==> config.mk <==
export PLATFORM = sky130hd
export DESIGN_NAME = line_framer
export DESIGN_NICKNAME = d
export VERILOG_FILES = /design/src/rtl/line_framer_pkg.sv /design/src/rtl/line_framer_fifo.sv /design/src/rtl/line_framer.sv
export SDC_FILE = /design/constraint.sdc
export NUM_CORES = 1
export LEC_CHECK = 0
export CAP_MARGIN = 10
export CORE_MARGIN = 2
export CORE_UTILIZATION = 51
export DETAILED_ROUTE_END_ITERATION = 12
export PLACE_DENSITY = 0.67
export SLEW_MARGIN = 20
export SYNTH_ARGS = -nofsm -noshare
export SYNTH_HDL_FRONTEND = slang
export SYNTH_SLANG_ARGS = --single-unit
==> constraint.sdc <==
create_clock -name rx_clk -period 7.3 [get_ports rx_clk]
set_clock_uncertainty 0.15 [all_clocks]
set_input_delay 1.46 -clock rx_clk [delete_from_list [all_inputs] [get_ports rx_clk]]
set_output_delay 1.46 -clock rx_clk [all_outputs]
set_load 0.01 [all_outputs]
==> src/rtl/line_framer_pkg.sv <==
// line_framer_pkg: shared marker, FIFO entry layout and framing states for line_framer.
package line_framer_pkg;
  localparam logic [15:0] EOL_MARKER = 16'hFFFF;
  typedef struct packed {
    logic        first;
    logic        last;
    logic [15:0] data;
  } fifo_word_t;
  typedef enum logic {S_HDR, S_LINE} state_t;
endpackage

==> src/rtl/line_framer_fifo.sv <==
// sync_fifo: show-ahead synchronous FIFO; a push into a full FIFO is taken when a pop lands in the same cycle.
module sync_fifo #(
  parameter int WIDTH = 18,
  parameter int DEPTH = 64
) (
  input  logic             clk,
  input  logic             rst,
  input  logic             push,
  input  logic [WIDTH-1:0] din,
  input  logic             pop,
  output logic [WIDTH-1:0] dout,
  output logic             full,
  output logic             empty
);
  localparam int AW = $clog2(DEPTH);
  logic [WIDTH-1:0] mem [DEPTH];
  logic [AW:0] wr_ptr, rd_ptr;
  logic do_pop, do_push;
  assign empty = wr_ptr == rd_ptr;
  assign full = (wr_ptr[AW] != rd_ptr[AW]) && (wr_ptr[AW-1:0] == rd_ptr[AW-1:0]);
  assign do_pop = pop & ~empty;
  assign do_push = push & (~full | do_pop);
  assign dout = mem[rd_ptr[AW-1:0]];
  always_ff @(posedge clk)
    if (rst) begin
      wr_ptr <= '0;
      rd_ptr <= '0;
    end else begin
      if (do_push) wr_ptr <= wr_ptr + 1'b1;
      if (do_pop) rd_ptr <= rd_ptr + 1'b1;
    end
  always_ff @(posedge clk)
    if (do_push) mem[wr_ptr[AW-1:0]] <= din;
endmodule

==> src/rtl/line_framer.sv <==
// line_framer: frames EOL-delimited pixel lines into first/last-flagged packets ending in a count trailer.
// Optional LINE_FRAMER_LINE_NUM_EN prefixes each packet with a line-number header word.
module line_framer
  import line_framer_pkg::*;
#(
  parameter int LINE_LEN = 5000,
  parameter int FIFO_DEPTH = 64
) (
  input  logic        rx_clk,
  input  logic        rst,
  input  logic        rx_valid,
  input  logic [15:0] rx_data,
  input  logic        tx_ready,
  output logic        tx_valid,
  output logic [15:0] tx_data,
  output logic        tx_first,
  output logic        tx_last,
  output logic        len_err,
  output logic        overflow,
  input  logic        clr_err,
  output logic        proto_err
);
  localparam logic [15:0] LEN = 16'(LINE_LEN);
  logic [15:0] pix_cnt;
  logic hdr, pix_in, eol_in, push, accept, full, empty;
  fifo_word_t push_word, head;
  assign pix_in = rx_valid & ~hdr & (rx_data != EOL_MARKER);
  assign eol_in = rx_valid & ~hdr & (rx_data == EOL_MARKER);
  assign push = ~rst & (hdr | rx_valid);
  assign accept = ~full | (tx_ready & ~empty);
  assign len_err = ~rst & eol_in & (pix_cnt != LEN);
`ifdef LINE_FRAMER_LINE_NUM_EN
  state_t state, state_nxt;
  logic [15:0] line_idx;
  assign hdr = state == S_HDR;
  always_comb state_nxt = eol_in ? S_HDR : S_LINE;
  assign push_word = hdr ? {1'b1, 1'b0, line_idx} : {1'b0, eol_in, eol_in ? pix_cnt : rx_data};
  always_ff @(posedge rx_clk)
    if (rst) begin
      state <= S_HDR;
      line_idx <= '0;
      proto_err <= 1'b0;
    end else begin
      state <= state_nxt;
      if (eol_in) line_idx <= line_idx + 1'b1;
      proto_err <= (hdr & rx_valid) | (proto_err & ~clr_err);
    end
`else
  logic first_pend;
  assign hdr = 1'b0;
  assign proto_err = 1'b0;
  assign push_word = {first_pend, eol_in, eol_in ? pix_cnt : rx_data};
  always_ff @(posedge rx_clk)
    if (rst) first_pend <= 1'b1;
    else if (eol_in) first_pend <= 1'b1;
    else if (pix_in) first_pend <= 1'b0;
`endif
  // Dropped words still advance the count so the trailer reflects what was received.
  always_ff @(posedge rx_clk)
    if (rst) begin
      pix_cnt <= '0;
      overflow <= 1'b0;
    end else begin
      if (eol_in) pix_cnt <= '0;
      else if (pix_in && pix_cnt != 16'hFFFF) pix_cnt <= pix_cnt + 1'b1;
      overflow <= (push & ~accept) | (overflow & ~clr_err);
    end
  sync_fifo #(.WIDTH($bits(fifo_word_t)), .DEPTH(FIFO_DEPTH)) u_fifo (
    .clk(rx_clk),
    .rst(rst),
    .push(push),
    .din(push_word),
    .pop(tx_ready),
    .dout(head),
    .full(full),
    .empty(empty)
  );
  assign tx_valid = ~empty;
  assign tx_data = empty ? '0 : head.data;
  assign tx_first = ~empty & head.first;
  assign tx_last = ~empty & head.last;
endmodule

== Yosys cells after proc, flatten, opt, wreduce, memory -nomap -nowiden ==
Memory sizes are Yosys's and may differ from the RTL's. A register that Yosys moved wholly into a read port is not among the register bits.
Index checks and enable logic that the tools add are counted.

* Register bits: 32
* RAM bits: 1,152
* Input bits: 21
* Output and inout port bits: 22
* Logic and storage cells: 43
* Memories kept: 1

* Add/sub/neg operators: 3
* Equal/unequal tests: 7
* Mux-type cells: 6
* Bitwise logic cells: 18
* Reductions and logical operators: 3

{| class="wikitable"
|+ Memory list
! name !! words !! width !! rd ports !! clocked after memory_dff !! wr ports !! RTL line !! text
|-
| u_fifo.mem || 64 || 18 || 1 || 1 || 1 || line_framer_fifo.sv:16 || <nowiki>logic [WIDTH-1:0] mem [DEPTH];</nowiki>
|}

{| class="wikitable"
|+ Operator list
! operator !! number
|-
| 16-bit 2-to-1 mux || 2
|-
| 16-bit inequality test, second input constant || 2
|-
| 16-bit by 1-bit adder with 16-bit output, second input constant || 1
|-
| 16-bit == test, second input constant || 1
|-
| 16-bit by 13-bit inequality test with 1-bit output, second input constant || 1
|-
| 7-bit by 1-bit adder with 7-bit output, second input constant || 2
|-
| 6-bit 2-to-1 mux || 2
|-
| 1-bit bitwise AND || 11
|-
| 7-bit == test || 1
|-
| 6-bit == test || 1
|-
| 1-bit inverter || 5
|-
| 1-bit logical AND || 2
|-
| 1-bit 2-to-1 mux || 2
|-
| 1-bit OR || 2
|-
| 2-bit OR reduction || 1
|-
| 1-bit inequality test || 1
|}

== Logic depth before layout (Yosys ltp) ==
* Depth in word-level cells: 7
* Depth in mapped cells: 9
* Mapped depth without buffers: 6

== By module ==
From an unflattened synthesis, not the netlist that was laid out.

* Cells, all modules: 2,202
* Area, all modules: 46,412.0 um^2

{| class="wikitable"
|+ By module, submodules not included
! module !! times used !! cells an instance !! area each (um^2) !! sequential area each (um^2)
|-
| sync_fifo || 1 || 2,033 || 45,057.0 || 34,993.6
|-
| line_framer || 1 || 169 || 1,355.0 || 360.3
|}

== Worst setup path before layout ==
No wires, ideal clock.

* Kind: in2reg
* Start: input port rx_data[7]
* End: memory u_fifo.mem[0][0], data pin
* Setup time: 702 ps
* Arrival: 4,893 ps
* Data required time: 6,448 ps
* Slack: 1,555 ps
* Stages on the path: 5
* Buffers on the path: 1
* Path through: nand4_1 > nor4_1 > nand2_1 > clkbuf_1 > o21ai_0

{| class="wikitable"
|+ RTL lines
! item !! RTL line !! text
|-
| from (decl) || line_framer.sv:12 || <nowiki>input logic [15:0] rx_data,</nowiki>
|-
| to (decl) || line_framer_fifo.sv:16 ||
|}

==> metrics.txt <==
multi-input logic area 9827 sq um; core area 88,650 sq um; Pins Over Slew Limit 0; Flop pwr share 0.530; post-synth net total 2,181; Clk network pwr share 0.403; synth unique cells 61; drt via density 6.397; Finished Layout Cells 3,550; Port-buffer cells 41; Sw Ratio 0.2179; count leader, synth edfxtp_1; CP Class flip-flop to primary output; final setup violation count 0; setup repair after global routing missed its margin no; net load switching power 0.003104 W; status finished clean; first-pass GRT wire length 158,800 microns; number of global-route vias before repair 22,430; antenna violations before repair 4; Fin Setup TNS 0 ns; Tot Pwr 0.01425 W; drt first-iter violations 2,999; CTS clk-pin slew, worst paths 0.06 ns; Die W 303.5 microns; r2r setup slk 3.80 ns; Crit Path Max Fanout 53; crit start category flip-flop; Slew @ Worst Pin 1.071 ns; largest net degree at the start of global routing 91; EDFF count, synth 1,152; Gate power share 0.067; global route total overflow 0; WP data required 5.69 ns; Max Root-Sink Buffers 3; Final Cycle Share 0.8354; Yosys top cell by area edfxtp_1; Final #Nets 2,314; Cell Area, Synth 45,760 sq um; Seq cells post-synth 1,190; Post-CTS Setup Bufs 0; Min Clock Period, post-route 6.099 ns; DP Cell Count 3,337; Final Hold Violating Endpoints 0; slowest cell delay on critical path 0.98 ns; top post-synthesis cells by area edfxtp_1, mux4_2, o22ai_1; setup ws final 1.201 ns; antenna cell count 0; Post-DP HPWL 66,710 microns; Final Wtd Congestion 0.9143; LEAKAGE 15.44 nW; internal power 0.01114 W; register area share after synthesis 0.7726; critical path endpoint category primary output; Reg area 35,370 sq um; height of the die 303.5 microns; Total Routed Length 110,900 microns; Critical path buffers and inverters 2; # resized after CTS 0; Site Rows 109; P&R area growth vs syn 12.70%; power density over cell area 276.2 nW/um^2; post-place setup slack 1.836 ns; slowest CP cell dfxtp_4; cell family with most CP delay compound AO/OA/AOI/OAI gates; CTS Buf Count 114; DRC errors left 0; drt pass-1 iters 6; Arr. time, crit path 4.49 ns; Peak supply drop 0.1825 mV; Synthesis Warnings 0; Max Clock Freq 0.1640 GHz; Yosys top cell area share 0.7560; Post-synth top cells edfxtp_1, mux4_2, o22ai_1; post-synthesis instance total 2,156; Max-slew headroom 0.2855; # clock sinks 1,190; number of H-tree levels 3; Post-synth ARST share 0; cts hold-fix bufs 0; Layout fillers 6,370; I/O Pins 43; total die area 92,140 sq um; Worst-Skew Late Latency 0.68 ns; effective utilization at floorplan 0.5162; Maximum Capacitance Violations 0; Critical Path, Cell by Cell mux4_2, nor2b_1, a2111oi_1, buf_4, nor4_1, a22o_1, clkdlybuf4s50_1; Hold Path Class flip-flop to flip-flop; Syn Area/Cell 21.22 sq um; wire per inst 31.23 microns; routed vias 22,710; root buf cell clkbuf_16; gr usage total 0.2442; Synth Flop Type edfxtp_1; ANT nets after route 0; layout cells sized above 1 0.2516; CTS tree done
==> worst paths after layout <==
path	from	depth (start not counted)	to
hold / removal	overflow	2	overflow
setup / recovery	flip-flop	7	tx_data[14]
hold reg to reg	overflow	2	overflow
setup reg to reg	u_fifo.wr_ptr[0]	6	u_fifo.mem[14][8]
==> metal layers <==
layer  vias to the layer above  GRT usage  routed length [microns]
met2                      1196     0.3551                    49530
met3                       182    0.09774                    14120
met1                     11940     0.3447                    44500
met5                         -          0                       32
met4                         6    0.06944                     2699
li1                       9382          -                        -
==> cell families after synthesis <==
group / count (synthesis) / synth area share
AND/OR/NAND/NOR: 244 / 0.02715
XOR/XNOR: 20 / 0.003828
AO/OA/AOI/OAI: 229 / 0.03339
adder cells (fa/ha/maj): 4 / 0.001094
buffers and inverters: 129 / 0.01466
multiplexers: 339 / 0.1472
flip-flops: 1190 / 0.7726
other: 1 / 0.00008195
==> flip-flops by register name, indices dropped and copies added, names as in the netlist, named ones only <==
signal and count:
u_fifo.mem 1152, pix_cnt 16, u_fifo.rd_ptr 7, u_fifo.wr_ptr 7, first_pend 1, overflow 1
==> worst reg2reg max path: cells and delay by family (launching register included) <==
family          cells  cell delay [ns]
buf+inv             1             0.37
xor+xnor            1             0.13
compound gates      1             0.38
simple gates        3             1.60
flops               1             0.55
==> through the flow <==
stage          utilization  hold slack (ns)  area (sq um)
5_1_grt             0.5818           0.3685         51570
3_5_place_dp        0.5402           0.3103         47880
6_report            0.5818           0.3257         51570
4_1_cts             0.5816           0.3306         51550
2_1_floorplan            -           0.3123         45760
3_3_place_gp        0.5399           0.3098         47860
==> power groups by stage <==
stage / Clock [W] / Sequential, W / Combinational [W]
2_1_floorplan: 0 / 0.00765 / 0.000631
4_1_cts: 0.00582 / 0.00756 / 0.000944
3_5_place_dp: 0 / 0.00770 / 0.000943
3_3_place_gp: 0 / 0.00770 / 0.000927
6_report: 0.00574 / 0.00756 / 0.000949
5_1_grt: 0.00608 / 0.00756 / 0.000996
==> final cells by class <==
| cell class | count | share of cell area |
|---|---|---|
| clock buffers | 153 | 0.06036 |
| clock inverters | 59 | 0.01080 |
| inverters | 10 | 0.0007278 |
| multi-input cells | 837 | 0.1905 |
| flip-flops and latches | 1190 | 0.6858 |
| well taps | 1165 | 0.02826 |
| repair buffers | 136 | 0.02348 |
==> cell usage in the layout (no fill, tap or decap), types with 12 or more instances in the layout <==
master / instances
clkinv_1: 14
nand3_1: 20
buf_4: 88
clkbuf_1: 31
clkinv_2: 27
nor2_1: 80
mux2i_1: 43
dfxtp_1: 33
a22o_1: 12
nor4_1: 33
o21ai_0: 18
nor2_2: 14
clkbuf_16: 117
clkdlybuf4s50_1: 41
edfxtp_1: 1152
xnor2_1: 14
mux2_2: 32
mux4_2: 264
o22ai_1: 124
nand2_1: 30
a21oi_1: 25
(Power assumes the default switching activity.)
